==> config.mk <==
export PLATFORM = sky130hd
export DESIGN_NAME = dmem_arbiter_flat
export DESIGN_NICKNAME = d
export VERILOG_FILES = /design/src/rtl/dmem_arb_pkg.sv /design/src/rtl/dmem_arb_if.sv /design/src/rtl/dmem_arb_rr.sv /design/src/rtl/dmem_arbiter.sv /design/src/flat_wrapper.sv
export SDC_FILE = /design/constraint.sdc
export NUM_CORES = 1
export LEC_CHECK = 0
export BUFFER_PORTS_ARGS = -buffer_cell sky130_fd_sc_hd__buf_2
export CAP_MARGIN = 20
export CORE_ASPECT_RATIO = 0.9
export CORE_MARGIN = 3
export CORE_UTILIZATION = 32
export CTS_CLUSTER_SIZE = 20
export DETAILED_ROUTE_END_ITERATION = 7
export SYNTH_ARGS = -nofsm -noshare
export SYNTH_HDL_FRONTEND = slang
export SYNTH_SLANG_ARGS = --single-unit
==> constraint.sdc <==
create_clock -name clk -period 4.4 [get_ports clk]
set_input_delay 0.88 -clock clk [delete_from_list [all_inputs] [get_ports clk]]
set_output_delay 0.88 -clock clk [all_outputs]
set_load 0.01 [all_outputs]
==> src/rtl/dmem_arb_pkg.sv <==
// Shared types and constants for the data-memory arbiter.
// Optional grant statistics are enabled with `DMEM_ARB_STATS_EN.
package dmem_arb_pkg;

  typedef enum logic [1:0] {
    IDLE  = 2'd0,
    ISSUE = 2'd1,
    WAIT  = 2'd2,
    RESP  = 2'd3
  } state_t;

  localparam logic PORT_CORE = 1'b0;
  localparam logic PORT_DMA  = 1'b1;

  localparam int CNT_W = 16;

  function automatic logic [CNT_W-1:0] sat_inc(input logic [CNT_W-1:0] v);
    return (&v) ? v : v + 1'b1;
  endfunction

endpackage

==> src/rtl/dmem_arb_if.sv <==
// Requester and memory-side signals of the data-memory arbiter.
// Handshake: req/we/addr/wdata are held until a one-cycle gnt pulse; a read is answered by a one-cycle rvalid pulse with rdata.
interface dmem_arb_if #(
  parameter int A_BITS = 10,
  parameter int D_BITS = 32
) ();
  logic              req0, req1;
  logic              we0, we1;
  logic [A_BITS-1:0] addr0, addr1;
  logic [D_BITS-1:0] wdata0, wdata1;
  logic              gnt0, gnt1;
  logic              rvalid0, rvalid1;
  logic [D_BITS-1:0] rdata;
  logic              read, write;
  logic [A_BITS-1:0] address;
  logic [D_BITS-1:0] data_out;
  logic [D_BITS-1:0] data_in;

  modport slave (
    input  req0, req1, we0, we1, addr0, addr1, wdata0, wdata1, data_in,
    output gnt0, gnt1, rvalid0, rvalid1, rdata, read, write, address, data_out
  );

  modport master (
    output req0, req1, we0, we1, addr0, addr1, wdata0, wdata1, data_in,
    input  gnt0, gnt1, rvalid0, rvalid1, rdata, read, write, address, data_out
  );
endinterface

==> src/rtl/dmem_arb_rr.sv <==
// Two-way round-robin picker; remembers the last granted port and favours the other on contention.
module dmem_arb_rr
  import dmem_arb_pkg::*;
(
  input  logic clk,
  input  logic rst,
  input  logic req0,
  input  logic req1,
  input  logic take,
  output logic any,
  output logic win
);
  logic last;

  always_comb begin
    any = req0 | req1;
    if (req0 && req1) win = ~last;
    else              win = req1;
  end

  // Reset state makes port 1 the first preferred winner.
  always_ff @(posedge clk) begin
    if (rst)              last <= PORT_CORE;
    else if (take && any) last <= win;
  end
endmodule

==> src/rtl/dmem_arbiter.sv <==
// Single-port data memory arbiter: round-robin between core (port 0) and DMA (port 1),
// one access in flight, fixed-latency reads. `DMEM_ARB_STATS_EN adds per-port grant counters.
module dmem_arbiter
  import dmem_arb_pkg::*;
#(
  parameter int A_BITS = 10,
  parameter int D_BITS = 32,
  parameter int RD_LAT = 1
) (
  input  logic       clk,
  input  logic       rst,
  dmem_arb_if.slave  bus,
  output state_t     state_dbg
`ifdef DMEM_ARB_STATS_EN
  ,
  output logic [CNT_W-1:0] gcnt0,
  output logic [CNT_W-1:0] gcnt1
`endif
);
  localparam int CW = (RD_LAT > 1) ? $clog2(RD_LAT) : 1;

  state_t            state;
  logic [CW-1:0]     cnt;
  logic              cur;
  logic              gnt0_r, gnt1_r, rvalid0_r, rvalid1_r, read_r, write_r;
  logic [A_BITS-1:0] address_r;
  logic [D_BITS-1:0] data_out_r, rdata_r;

  logic              any, win;
  logic              sel_we;
  logic [A_BITS-1:0] sel_addr;
  logic [D_BITS-1:0] sel_wdata;

  dmem_arb_rr u_rr (
    .clk  (clk),
    .rst  (rst),
    .req0 (bus.req0),
    .req1 (bus.req1),
    .take (state == IDLE),
    .any  (any),
    .win  (win)
  );

  always_comb begin
    sel_we    = win ? bus.we1    : bus.we0;
    sel_addr  = win ? bus.addr1  : bus.addr0;
    sel_wdata = win ? bus.wdata1 : bus.wdata0;
  end

  always_ff @(posedge clk) begin
    if (rst) begin
      state      <= IDLE;
      cnt        <= '0;
      cur        <= PORT_CORE;
      gnt0_r     <= 1'b0;
      gnt1_r     <= 1'b0;
      rvalid0_r  <= 1'b0;
      rvalid1_r  <= 1'b0;
      read_r     <= 1'b0;
      write_r    <= 1'b0;
      address_r  <= '0;
      data_out_r <= '0;
      rdata_r    <= '0;
    end else begin
      case (state)
        IDLE: if (any) begin
          state      <= ISSUE;
          cur        <= win;
          gnt0_r     <= ~win;
          gnt1_r     <= win;
          read_r     <= ~sel_we;
          write_r    <= sel_we;
          address_r  <= sel_addr;
          data_out_r <= sel_wdata;
        end
        ISSUE: begin
          gnt0_r  <= 1'b0;
          gnt1_r  <= 1'b0;
          read_r  <= 1'b0;
          write_r <= 1'b0;
          if (write_r) state <= IDLE;
          else begin
            state <= WAIT;
            cnt   <= CW'(RD_LAT - 1);
          end
        end
        // Counter is preloaded so data_in is sampled RD_LAT cycles after the strobe.
        WAIT: begin
          if (cnt == '0) begin
            rdata_r   <= bus.data_in;
            rvalid0_r <= ~cur;
            rvalid1_r <= cur;
            state     <= RESP;
          end else begin
            cnt <= cnt - 1'b1;
          end
        end
        RESP: begin
          rvalid0_r <= 1'b0;
          rvalid1_r <= 1'b0;
          state     <= IDLE;
        end
        default: state <= IDLE;
      endcase
    end
  end

`ifdef DMEM_ARB_STATS_EN
  always_ff @(posedge clk) begin
    if (rst) begin
      gcnt0 <= '0;
      gcnt1 <= '0;
    end else if (state == ISSUE) begin
      if (gnt0_r) gcnt0 <= sat_inc(gcnt0);
      if (gnt1_r) gcnt1 <= sat_inc(gcnt1);
    end
  end
`endif

  assign bus.gnt0     = gnt0_r;
  assign bus.gnt1     = gnt1_r;
  assign bus.rvalid0  = rvalid0_r;
  assign bus.rvalid1  = rvalid1_r;
  assign bus.read     = read_r;
  assign bus.write    = write_r;
  assign bus.address  = address_r;
  assign bus.data_out = data_out_r;
  assign bus.rdata    = rdata_r;
  assign state_dbg    = state;
endmodule

==> src/flat_wrapper.sv <==
// flat-port wrapper written by rule: the top's interface ports become plain ports
module dmem_arbiter_flat import dmem_arb_pkg::*;
#(
  parameter int A_BITS = 10,
  parameter int D_BITS = 32,
  parameter int RD_LAT = 1
)
  (clk, rst, state_dbg, bus_req0, bus_req1, bus_we0, bus_we1, bus_addr0, bus_addr1, bus_wdata0, bus_wdata1, bus_data_in, bus_gnt0, bus_gnt1, bus_rvalid0, bus_rvalid1, bus_rdata, bus_read, bus_write, bus_address, bus_data_out);
  dmem_arb_if #(.A_BITS(A_BITS), .D_BITS(D_BITS)) bus_i ();
  input  logic clk;
  input  logic rst;
  output state_t state_dbg;
  input wire logic [$bits(bus_i.req0)-1:0] bus_req0;
  input wire logic [$bits(bus_i.req1)-1:0] bus_req1;
  input wire logic [$bits(bus_i.we0)-1:0] bus_we0;
  input wire logic [$bits(bus_i.we1)-1:0] bus_we1;
  input wire logic [$bits(bus_i.addr0)-1:0] bus_addr0;
  input wire logic [$bits(bus_i.addr1)-1:0] bus_addr1;
  input wire logic [$bits(bus_i.wdata0)-1:0] bus_wdata0;
  input wire logic [$bits(bus_i.wdata1)-1:0] bus_wdata1;
  input wire logic [$bits(bus_i.data_in)-1:0] bus_data_in;
  output wire logic [$bits(bus_i.gnt0)-1:0] bus_gnt0;
  output wire logic [$bits(bus_i.gnt1)-1:0] bus_gnt1;
  output wire logic [$bits(bus_i.rvalid0)-1:0] bus_rvalid0;
  output wire logic [$bits(bus_i.rvalid1)-1:0] bus_rvalid1;
  output wire logic [$bits(bus_i.rdata)-1:0] bus_rdata;
  output wire logic [$bits(bus_i.read)-1:0] bus_read;
  output wire logic [$bits(bus_i.write)-1:0] bus_write;
  output wire logic [$bits(bus_i.address)-1:0] bus_address;
  output wire logic [$bits(bus_i.data_out)-1:0] bus_data_out;
  assign bus_i.req0 = bus_req0;
  assign bus_i.req1 = bus_req1;
  assign bus_i.we0 = bus_we0;
  assign bus_i.we1 = bus_we1;
  assign bus_i.addr0 = bus_addr0;
  assign bus_i.addr1 = bus_addr1;
  assign bus_i.wdata0 = bus_wdata0;
  assign bus_i.wdata1 = bus_wdata1;
  assign bus_i.data_in = bus_data_in;
  assign bus_gnt0 = bus_i.gnt0;
  assign bus_gnt1 = bus_i.gnt1;
  assign bus_rvalid0 = bus_i.rvalid0;
  assign bus_rvalid1 = bus_i.rvalid1;
  assign bus_rdata = bus_i.rdata;
  assign bus_read = bus_i.read;
  assign bus_write = bus_i.write;
  assign bus_address = bus_i.address;
  assign bus_data_out = bus_i.data_out;
  dmem_arbiter #(.A_BITS(A_BITS), .D_BITS(D_BITS), .RD_LAT(RD_LAT)) u_core (.clk(clk), .rst(rst), .bus(bus_i), .state_dbg(state_dbg));
endmodule
==> flow_metrics.tcl, run 1 <==
set metrics [dict create \
    cap_violations 0 \
    p_clk_share_pct 36.3 \
    finish.net_count 683 \
    top_level_ports 204 \
    critical-path-top-delay-family "flip-flops" \
    cell_with_the_largest_stage_delay_on_the_worst_path "sky130_fd_sc_hd__dfxtp_1" \
    antenna_violating_nets_remaining 0 \
    clk_pin_slew_worst_paths_ps 60 \
    rsz0062_at_grt "no" \
    detailed_place.area_um2 4280 \
    synthCells 374 \
    pre_cts_ws_ps 1920 \
    synth.avg_cell_area_um2 8.69 \
    synth_top_family_by_area "compound AO/OA/AOI/OAI gates" \
    drc 0 \
    netlist.area_leader.share_pct 51.1 \
    latest_clock_arrival_within_the_worst_skew_pair_ps 330 \
    route.vias.total 3264 \
    synth_sequential_area_ratio_pct 51.1 \
    numPlacedInstances 674 \
    global_route.overflow_total 0 \
    top_cells_by_count_synth "sky130_fd_sc_hd__nand2_1, sky130_fd_sc_hd__dfxtp_1, sky130_fd_sc_hd__a21oi_1, sky130_fd_sc_hd__a22oi_1, sky130_fd_sc_hd__nor2_1" \
    final_cell_count_no_fill 691 \
    ys_ff_latch 83 \
    postCtsHoldBufs 0 \
    max_clock_freq_mhz 484 \
    synthSimpleGateAreaFrac_pct 14.9 \
    placement_rows 34 \
    topRoutingLayerUsed "met4" \
    synth_async_sr_flop_share_pct 0 \
    synth_ff_type "sky130_fd_sc_hd__dfxtp_1" \
    power_report.internal_total_mw 1.38 \
    finalWorstSetupSlack_ps 2330 \
    logic_pwr_share_pct 18.6 \
    globalRouteTotalUtil_pct 16.2 \
    cts_resized 0 \
    fin_setup_tns_ps 0 \
    timing.critical_path.slowest_cell_delay_ps 620 \
    post-route-min-period_ps 2070 \
    synthXorXnorAreaFrac_pct 0 \
    initial_antenna_violation_count 0 \
    cts_max_level 3 \
    final-max-slew-violation-count 0 \
    report.final.hold_viol_count 0 \
    met3_length_um 1050 \
    fin_worst_skew_ps 5.30 \
    cts_setup_buffers 0 \
    antenna_cells_inserted 0 \
    r2r_start "u_core.cur$_SDFFE_PP0P_" \
    yosys_warnings 0 \
    critical_path_depth 1 \
    period_share_pct 46.9 \
    m1WireLength_um 3910 \
    grt_max_degree 58 \
    critical_path.cell_chain "buf_2" \
    slew_headroom_pct 30.7 \
    synth_top_area_cell "sky130_fd_sc_hd__dfxtp_1" \
    synth_compound_area_share_pct 22.5 \
    synth_nets 496 \
    flow.area_growth_from_synthesis_pct 41.5 \
    worstPathBufferInverterCount 1 \
    yosys.cell_count.top_type "sky130_fd_sc_hd__nand2_1" \
    worstPathArrival_ps 1190 \
    synthAdderAreaFrac_pct 0 \
    fp.dieArea_um2 11400 \
    holdPathStages 2 \
    powerDensity_nw_per_um2 412 \
    setup.worst_path.class "reg2out" \
    reg2reg_setup_slack_ps 2470 \
    yosys-top-cells-area "sky130_fd_sc_hd__dfxtp_1, sky130_fd_sc_hd__nand2_1, sky130_fd_sc_hd__a21oi_1, sky130_fd_sc_hd__a22oi_1, sky130_fd_sc_hd__mux2i_1" \
    design_area_um2 4600 \
    die_w_um 112 \
    ctsRootBufferMaster "sky130_fd_sc_hd__clkbuf_16" \
    final-setup-viol-count 0 \
    hold_path.class "reg2reg" \
    cp_data_required_time_ps 3520 \
    worst_setup_path_end_kind "primary output" \
    timing.rr.end "u_core.bus.data_out[3]$_SDFFE_PP0P_" \
    highest_fanout_seen_on_the_critical_path 11 \
    routabilityCongestion 0.846 \
    initial_core_utilization_pct 33.2 \
    endpoint "state_dbg[0]" \
    r2r.worst_path.cells 4 \
    crit_path_start_kind "register" \
    tritoncts.num_buffers 9 \
    tightest_slew_ps 1040 \
    i_o_buffers 203 \
    die_height_um 102 \
    p_switching_mw 0.511 \
    netSwitchingFraction_pct 27.0 \
    post_synth_instance_area_um2 3250 \
    starting_drt_drc_count 132 \
    drt-wirelength-per-cell_um 13.8 \
    synth_cell_types 28 \
    result_of_the_run "finished clean" \
    vias_in_the_first_global_route 3061 \
    hpwl_um 6970 \
    leakage_nw 2.17 \
    drt-pass1-iter-count 5 \
    wl_met2_um 4460 \
    synth-edff-count 0 \
    wire_length_of_the_first_global_routing_pass_um 14700 \
    power_frac_seq_pct 45.1 \
    yosys-mux-area-fraction_pct 5.54 \
    wirelength_um 9530 \
    worst_setup_sp "u_core.state_dbg[0]$_SDFFE_PP0P_" \
    numClockSinks 83 \
    drive_above_1_share_pct 40.9 \
    routed_via_density 4.72 \
    peakVddDrop_mv 0.238 \
    clk_path_buf_depth 2 \
    cts_tree "built" \
    core_area_um2 9780 \
]
[cell families after synthesis]
kind of cell	count (synthesis)
AND/OR/NAND/NOR	123
buffers and inverters	36
AO/OA/AOI/OAI	114
flip-flops	83
multiplexers	18
[sequential cells by signal, summed over array words and instances (netlist names), named ones only]
| signal | count |
|---|---|
| u_core.bus.rvalid0 | 1 |
| u_core.bus.write | 1 |
| u_core.bus.gnt0 | 1 |
| u_core.bus.read | 1 |
| u_core.state_dbg | 1 |
| u_core.bus.data_out | 32 |
| u_core.bus.rvalid1 | 1 |
| u_core.bus.gnt1 | 1 |
| u_core.cur | 1 |
| u_core.bus.address | 10 |
| u_core.bus.rdata | 32 |
[per-stage QoR]
stage,hold slack (ps),utilization [%],total power [mW]
3_3_place_gp,439,43.7,1.21
3_5_place_dp,445,43.7,1.22
4_1_cts,454,46.6,1.92
6_report,450,47.0,1.89
5_1_grt,469,47.0,2.00
2_1_floorplan,481,-,1.07
[layer usage]
| layer | vias up | global-route usage, % |
|---|---|---|
| li1 | 1663 | - |
| met1 | 1455 | 18.9 |
| met2 | 137 | 27.0 |
| met3 | 9 | 7.29 |
| met4 | 0 | 4.71 |
| met5 | - | 0 |
[final cells by class]
| cell class | instances | area (µm²) |
|---|---|---|
| fill | 956 | 5190 |
| sequential | 83 | 1660 |
| multi-input combinational | 255 | 1400 |
| timing repair buffer | 210 | 1090 |
| clock buffer | 11 | 253 |
| tap | 126 | 158 |
| clock inverter | 4 | 26.3 |
| inverter | 2 | 7.51 |
[cell usage in the layout (no fill, tap or decap), drive strengths merged, types with 2 or more instances in the layout]
master	count
clkinv	3
clkbuf	11
a21oi	61
a2bb2oi	2
inv	2
nand2b	2
a211oi	17
nand2	91
buf	210
a22oi	26
nor2	25
mux2i	18
nor3	3
dfxtp	83
[power by group through the flow]
stage	registers, mW	clock network, mW	logic (mW)
finish	0.854	0.688	0.352
global route	0.862	0.746	0.396
CTS	0.855	0.719	0.348
detailed placement	0.871	0	0.347
global placement	0.868	0	0.342
floorplan	0.891	0	0.183
[worst min-delay path by stage]
stage / start / endpoint
after floorplan: u_core.bus.rdata[0]$_SDFFE_PP0P_ / u_core.bus.rdata[0]$_SDFFE_PP0P_
after global placement: u_core.bus.rdata[20]$_SDFFE_PP0P_ / u_core.bus.rdata[20]$_SDFFE_PP0P_
after detailed placement: u_core.bus.rdata[9]$_SDFFE_PP0P_ / u_core.bus.rdata[9]$_SDFFE_PP0P_
after CTS: u_core.bus.rdata[9]$_SDFFE_PP0P_ / u_core.bus.rdata[9]$_SDFFE_PP0P_
after global routing: u_core.bus.rdata[29]$_SDFFE_PP0P_ / u_core.bus.rdata[29]$_SDFFE_PP0P_
final: u_core.bus.rdata[9]$_SDFFE_PP0P_ / u_core.bus.rdata[9]$_SDFFE_PP0P_
Note: power is estimated with default switching activity, not from simulation.
==> run 2: changes to the inputs <==
==> constraint.sdc (replaced) <==
create_clock -name clk -period 2.15 [get_ports clk]
set_input_delay 0.43 -clock clk [delete_from_list [all_inputs] [get_ports clk]]
set_output_delay 0.43 -clock clk [all_outputs]
set_load 0.01 [all_outputs]
==> flow_metrics.tcl, run 2 (synthesized netlist as in run 1, its figures left out) <==
set metrics [dict create \
    filler_cell_count 995 \
    latest_clock_arrival_within_the_worst_skew_pair_ps 330 \
    numClockSinks 83 \
    critical_path.cell_chain "nand2b_1 -> and3_1 -> a22oi_1 -> a21oi_1" \
    leakage_nw 2.19 \
    hold_path.class "in2reg" \
    wirelength_um 9940 \
    max_clock_freq_mhz 519 \
    p_clk_share_pct 37.8 \
    hpwl_um 7310 \
    globalRouteTotalUtil_pct 16.3 \
    postCtsHoldBufs 0 \
    worst_setup_path_end_kind "register" \
    core_area_um2 9780 \
    rsz0062_at_grt "no" \
    clk_path_buf_depth 2 \
    fp.dieArea_um2 11400 \
    netSwitchingFraction_pct 26.5 \
    design_area_um2 4630 \
    cts_setup_buffers 0 \
    post-route-min-period_ps 1930 \
    fin_worst_skew_ps 3.62 \
    final-setup-viol-count 0 \
    p_switching_mw 1.06 \
    slew_headroom_pct 35.6 \
    timing.critical_path.slowest_cell_delay_ps 800 \
    drt-wirelength-per-cell_um 14.3 \
    cp_data_required_time_ps 2400 \
    flow.area_growth_from_synthesis_pct 42.6 \
    clk_pin_slew_worst_paths_ps 60 \
    power_report.internal_total_mw 2.93 \
    numPlacedInstances 676 \
    report.final.hold_viol_count 0 \
    final-max-slew-violation-count 0 \
    drc 0 \
    finalWorstSetupSlack_ps 225 \
    powerDensity_nw_per_um2 860 \
    final_cell_count_no_fill 693 \
    finish.net_count 684 \
    global_route.overflow_total 0 \
    power_frac_seq_pct 43.9 \
    fin_total_pwr_mw 3.98 \
    i_o_buffers 203 \
    routabilityCongestion 0.875 \
    starting_drt_drc_count 208 \
    crit_path_start_kind "register" \
    tritoncts.num_buffers 9 \
    initial_antenna_violation_count 0 \
    critical-path-top-delay-family "simple AND/OR/NAND/NOR gates" \
    antenna_cells_inserted 0 \
    result_of_the_run "finished clean" \
    vias_in_the_first_global_route 3116 \
    cell_with_the_largest_stage_delay_on_the_worst_path "sky130_fd_sc_hd__and3_1" \
    routed_via_density 4.81 \
    fin_setup_tns_ps 0 \
    worstPathArrival_ps 2180 \
    cap_violations 0 \
    placement_rows 34 \
    logic_pwr_share_pct 18.3 \
    initial_core_utilization_pct 33.2 \
    drive_above_1_share_pct 40.4 \
    layout.cells.most_common "sky130_fd_sc_hd__buf_2" \
    holdWs_ps 337 \
    drt-pass1-iter-count 4 \
    antenna_violating_nets_remaining 0 \
    cts_max_level 3 \
    peakVddDrop_mv 0.452 \
    grt_max_degree 37 \
    period_share_pct 89.5 \
    utilization_pct 47.4 \
    layout_common_cells "sky130_fd_sc_hd__buf_2, sky130_fd_sc_hd__nand2_1, sky130_fd_sc_hd__dfxtp_1, sky130_fd_sc_hd__a21oi_1, sky130_fd_sc_hd__a22oi_1" \
    pre_cts_ws_ps 152 \
    setup.worst_path.class "reg2reg" \
    die_w_um 112 \
    top_level_ports 204 \
    wire_length_of_the_first_global_routing_pass_um 15000 \
    highest_fanout_seen_on_the_critical_path 25 \
    route.vias.total 3336 \
    cts_resized 0 \
    detailed_place.area_um2 4330 \
    ctsRootBufferMaster "sky130_fd_sc_hd__clkbuf_16" \
    worstPathBufferInverterCount 0 \
    die_height_um 102 \
    tightest_slew_ps 966 \
    cts_tree "built" \
]
run 2: path summary, 6_finish.rpt:
kind,to,start,slack (ps),depth (start not counted)
worst max-delay path,u_core.bus.data_out[7]$_SDFFE_PP0P_,u_core.cur$_SDFFE_PP0P_,220,4
worst min-delay path,u_core.bus.rdata[27]$_SDFFE_PP0P_,bus_data_in[27],340,3
worst max register to register,u_core.bus.data_out[7]$_SDFFE_PP0P_,u_core.cur$_SDFFE_PP0P_,220,4
worst min register to register,u_core.bus.rdata[11]$_SDFFE_PP0P_,u_core.bus.rdata[11]$_SDFFE_PP0P_,450,2
run 2: routing by layer:
metal / wire (µm) / vias up / track usage, %
met2: 4670 / 146 / 27.1
met1: 4160 / 1509 / 20.0
met3: 1030 / 9 / 6.45
met5: 0 / - / 0
li1: - / 1672 / -
met4: 84 / 0 / 4.44
run 2: power groups by stage:
stage | logic (mW) | registers, mW | clock network [mW]
floorplan | 0.374 | 1.82 | 0
global route | 0.807 | 1.76 | 1.62
finish | 0.727 | 1.75 | 1.51
CTS | 0.733 | 1.75 | 1.56
global placement | 0.720 | 1.78 | 0
detailed placement | 0.732 | 1.78 | 0
run 2: layout make-up:
| cell class | count | area, µm² | share of cell area [%] |
|---|---|---|---|
| clock inverter | 2 | 35.0 | 0.756 |
| clock buffer | 14 | 254 | 5.48 |
| inverter | 2 | 7.51 | 0.162 |
| tap | 126 | 158 | 3.40 |
| timing repair buffer | 211 | 1120 | 24.1 |
| multi-input combinational | 255 | 1400 | 30.2 |
| sequential | 83 | 1660 | 35.9 |
run 2: worst min-delay path, cell delays in order:
cell and delay (ps):
sky130_fd_sc_hd__buf_2 90, sky130_fd_sc_hd__nand2_1 40, sky130_fd_sc_hd__a21oi_1 50
==> run 3: changes to the inputs <==
--- a/config.mk
+++ b/config.mk
@@ -12,6 +12,7 @@
 export CORE_UTILIZATION = 32
 export CTS_CLUSTER_SIZE = 20
 export DETAILED_ROUTE_END_ITERATION = 7
+export PLACE_DENSITY = 0.65
 export SYNTH_ARGS = -nofsm -noshare
 export SYNTH_HDL_FRONTEND = slang
 export SYNTH_SLANG_ARGS = --single-unit
==> constraint.sdc (replaced) <==
create_clock -name clk -period 1.58 [get_ports clk]
set_input_delay 0.316 -clock clk [delete_from_list [all_inputs] [get_ports clk]]
set_output_delay 0.316 -clock clk [all_outputs]
set_load 0.01 [all_outputs]
==> flow_metrics.tcl, run 3 (synthesized netlist as in run 1, its figures left out) <==
set metrics [dict create \
    max_clock_freq_mhz 692 \
    critical_path.cell_chain "buf_4 -> buf_2" \
    cp_data_required_time_ps 1260 \
    initial_antenna_violation_count 0 \
    antenna_cells_inserted 0 \
    detailed_place.area_um2 4420 \
    latest_clock_arrival_within_the_worst_skew_pair_ps 330 \
    cts_max_level 3 \
    p_switching_mw 1.50 \
    fin_setup_tns_ps 0 \
    placement_rows 34 \
    drt-wirelength-per-cell_um 14.0 \
    routabilityCongestion 0.823 \
    worstPathBufferInverterCount 2 \
    cts_setup_buffers 0 \
    layout_common_cells "sky130_fd_sc_hd__buf_2, sky130_fd_sc_hd__nand2_1, sky130_fd_sc_hd__dfxtp_1, sky130_fd_sc_hd__a21oi_1, sky130_fd_sc_hd__a22oi_1" \
    timing.critical_path.slowest_cell_delay_ps 460 \
    rsz0062_at_grt "no" \
    result_of_the_run "finished clean" \
    holdWs_ps 212 \
    setup.worst_path.class "reg2out" \
    final-max-slew-violation-count 0 \
    filler_cell_count 960 \
    pre_cts_ws_ps 107 \
    grt_max_degree 38 \
    routed_via_density 4.79 \
    hpwl_um 7250 \
    crit_path_start_kind "register" \
    netSwitchingFraction_pct 26.2 \
    clk_pin_slew_worst_paths_ps 60 \
    final-setup-viol-count 0 \
    fp.dieArea_um2 11400 \
    top_level_ports 204 \
    ctsRootBufferMaster "sky130_fd_sc_hd__clkbuf_16" \
    design_area_um2 4760 \
    power_report.internal_total_mw 4.23 \
    power_frac_seq_pct 41.4 \
    drive_above_1_share_pct 41.7 \
    global_route.overflow_total 0 \
    globalRouteTotalUtil_pct 16.5 \
    die_w_um 112 \
    cell_with_the_largest_stage_delay_on_the_worst_path "sky130_fd_sc_hd__dfxtp_1" \
    i_o_buffers 203 \
    multi_input_gate_area_um2 1400 \
    tightest_slew_ps 463 \
    clk_path_buf_depth 2 \
    drt-pass1-iter-count 5 \
    route.vias.total 3340 \
    core_area_um2 9780 \
    finish.net_count 688 \
    highest_fanout_seen_on_the_critical_path 6 \
    drc 0 \
    postCtsHoldBufs 0 \
    fin_worst_skew_ps 5.30 \
    period_share_pct 91.4 \
    wirelength_um 9740 \
    wire_length_of_the_first_global_routing_pass_um 15100 \
    starting_drt_drc_count 116 \
    critical-path-top-delay-family "flip-flops" \
    post-route-min-period_ps 1440 \
    p_clk_share_pct 40.5 \
    vias_in_the_first_global_route 3125 \
    cap_violations 0 \
    initial_core_utilization_pct 33.2 \
    flow.area_growth_from_synthesis_pct 46.4 \
    layout.cells.most_common "sky130_fd_sc_hd__buf_2" \
    layout.area.seq_um2 1660 \
    peakVddDrop_mv 0.767 \
    die_height_um 102 \
    powerDensity_nw_per_um2 1200 \
    slew_headroom_pct 68.8 \
    worst_setup_path_end_kind "primary output" \
    leakage_nw 2.24 \
    hold_path.class "in2reg" \
    numClockSinks 83 \
    tritoncts.num_buffers 9 \
    worstPathArrival_ps 1130 \
    cts_tree "built" \
    antenna_violating_nets_remaining 0 \
    logic_pwr_share_pct 18.1 \
    finalWorstSetupSlack_ps 135 \
    report.final.hold_viol_count 0 \
]
## run 3: layout make-up
cell class | count | area share [%]
clock inverters | 5 | 1.76
flip-flops and latches | 83 | 34.9
inverters | 2 | 0.158
well taps | 126 | 3.31
clock buffers | 11 | 5.31
multi-input cells | 255 | 29.4
repair buffers | 215 | 25.1
## run 3: final timing paths
path | depth (start not counted) | slack (ps) | from | end
worst max-delay path | 2 | 140 | register | state_dbg[1]
worst min-delay path | 3 | 210 | bus_data_in[13] | u_core.bus.rdata[13]$_SDFFE_PP0P_
worst max register to register | 5 | 190 | u_core.state_dbg[0]$_SDFFE_PP0P_ | u_core.bus.rdata[21]$_SDFFE_PP0P_
worst min register to register | 2 | 450 | u_core.bus.rdata[20]$_SDFFE_PP0P_ | u_core.bus.rdata[20]$_SDFFE_PP0P_
## run 3: layer usage
metal | vias to the layer above | track usage [%] | wire, µm
met5 | - | 0 | 0
met4 | 0 | 6.65 | 184
li1 | 1679 | - | -
met2 | 142 | 27.6 | 4780
met1 | 1502 | 19.1 | 3860
met3 | 17 | 6.27 | 915
## run 3: power by group through the flow
stage          sequential, mW  clock (mW)  combinational, mW
6_report                 2.37        2.32               1.04
5_1_grt                  2.40        2.46               1.15
4_1_cts                  2.38        2.39               1.05
3_5_place_dp             2.42           0               1.05
3_3_place_gp             2.41           0               1.03
2_1_floorplan            2.48           0              0.509
## run 3: through the flow
stage | utilization (%) | std cells | power (mW)
finish | 48.6 | 697 | 5.73
global route | 48.6 | 697 | 6.00
CTS | 48.6 | 697 | 5.81
detailed placement | 45.2 | 681 | 3.47
global placement | 45.2 | 681 | 3.44
floorplan | - | 374 | 2.99
## run 3: repair_timing
action | 4_1_cts | 5_1_grt
endpoints found under the hold margin | 0 | 0
endpoints found under the setup margin | 0 | 3
resized for setup | 0 | 1
## run 3: worst reg2reg max path, delay by kind of cell, from the launching register on
family / cells / cell delay (ps)
AOI/OAI and AO/OA: 1 / 150
and+or+nand+nor: 2 / 250
buffers and inverters: 2 / 400
DFF: 1 / 510
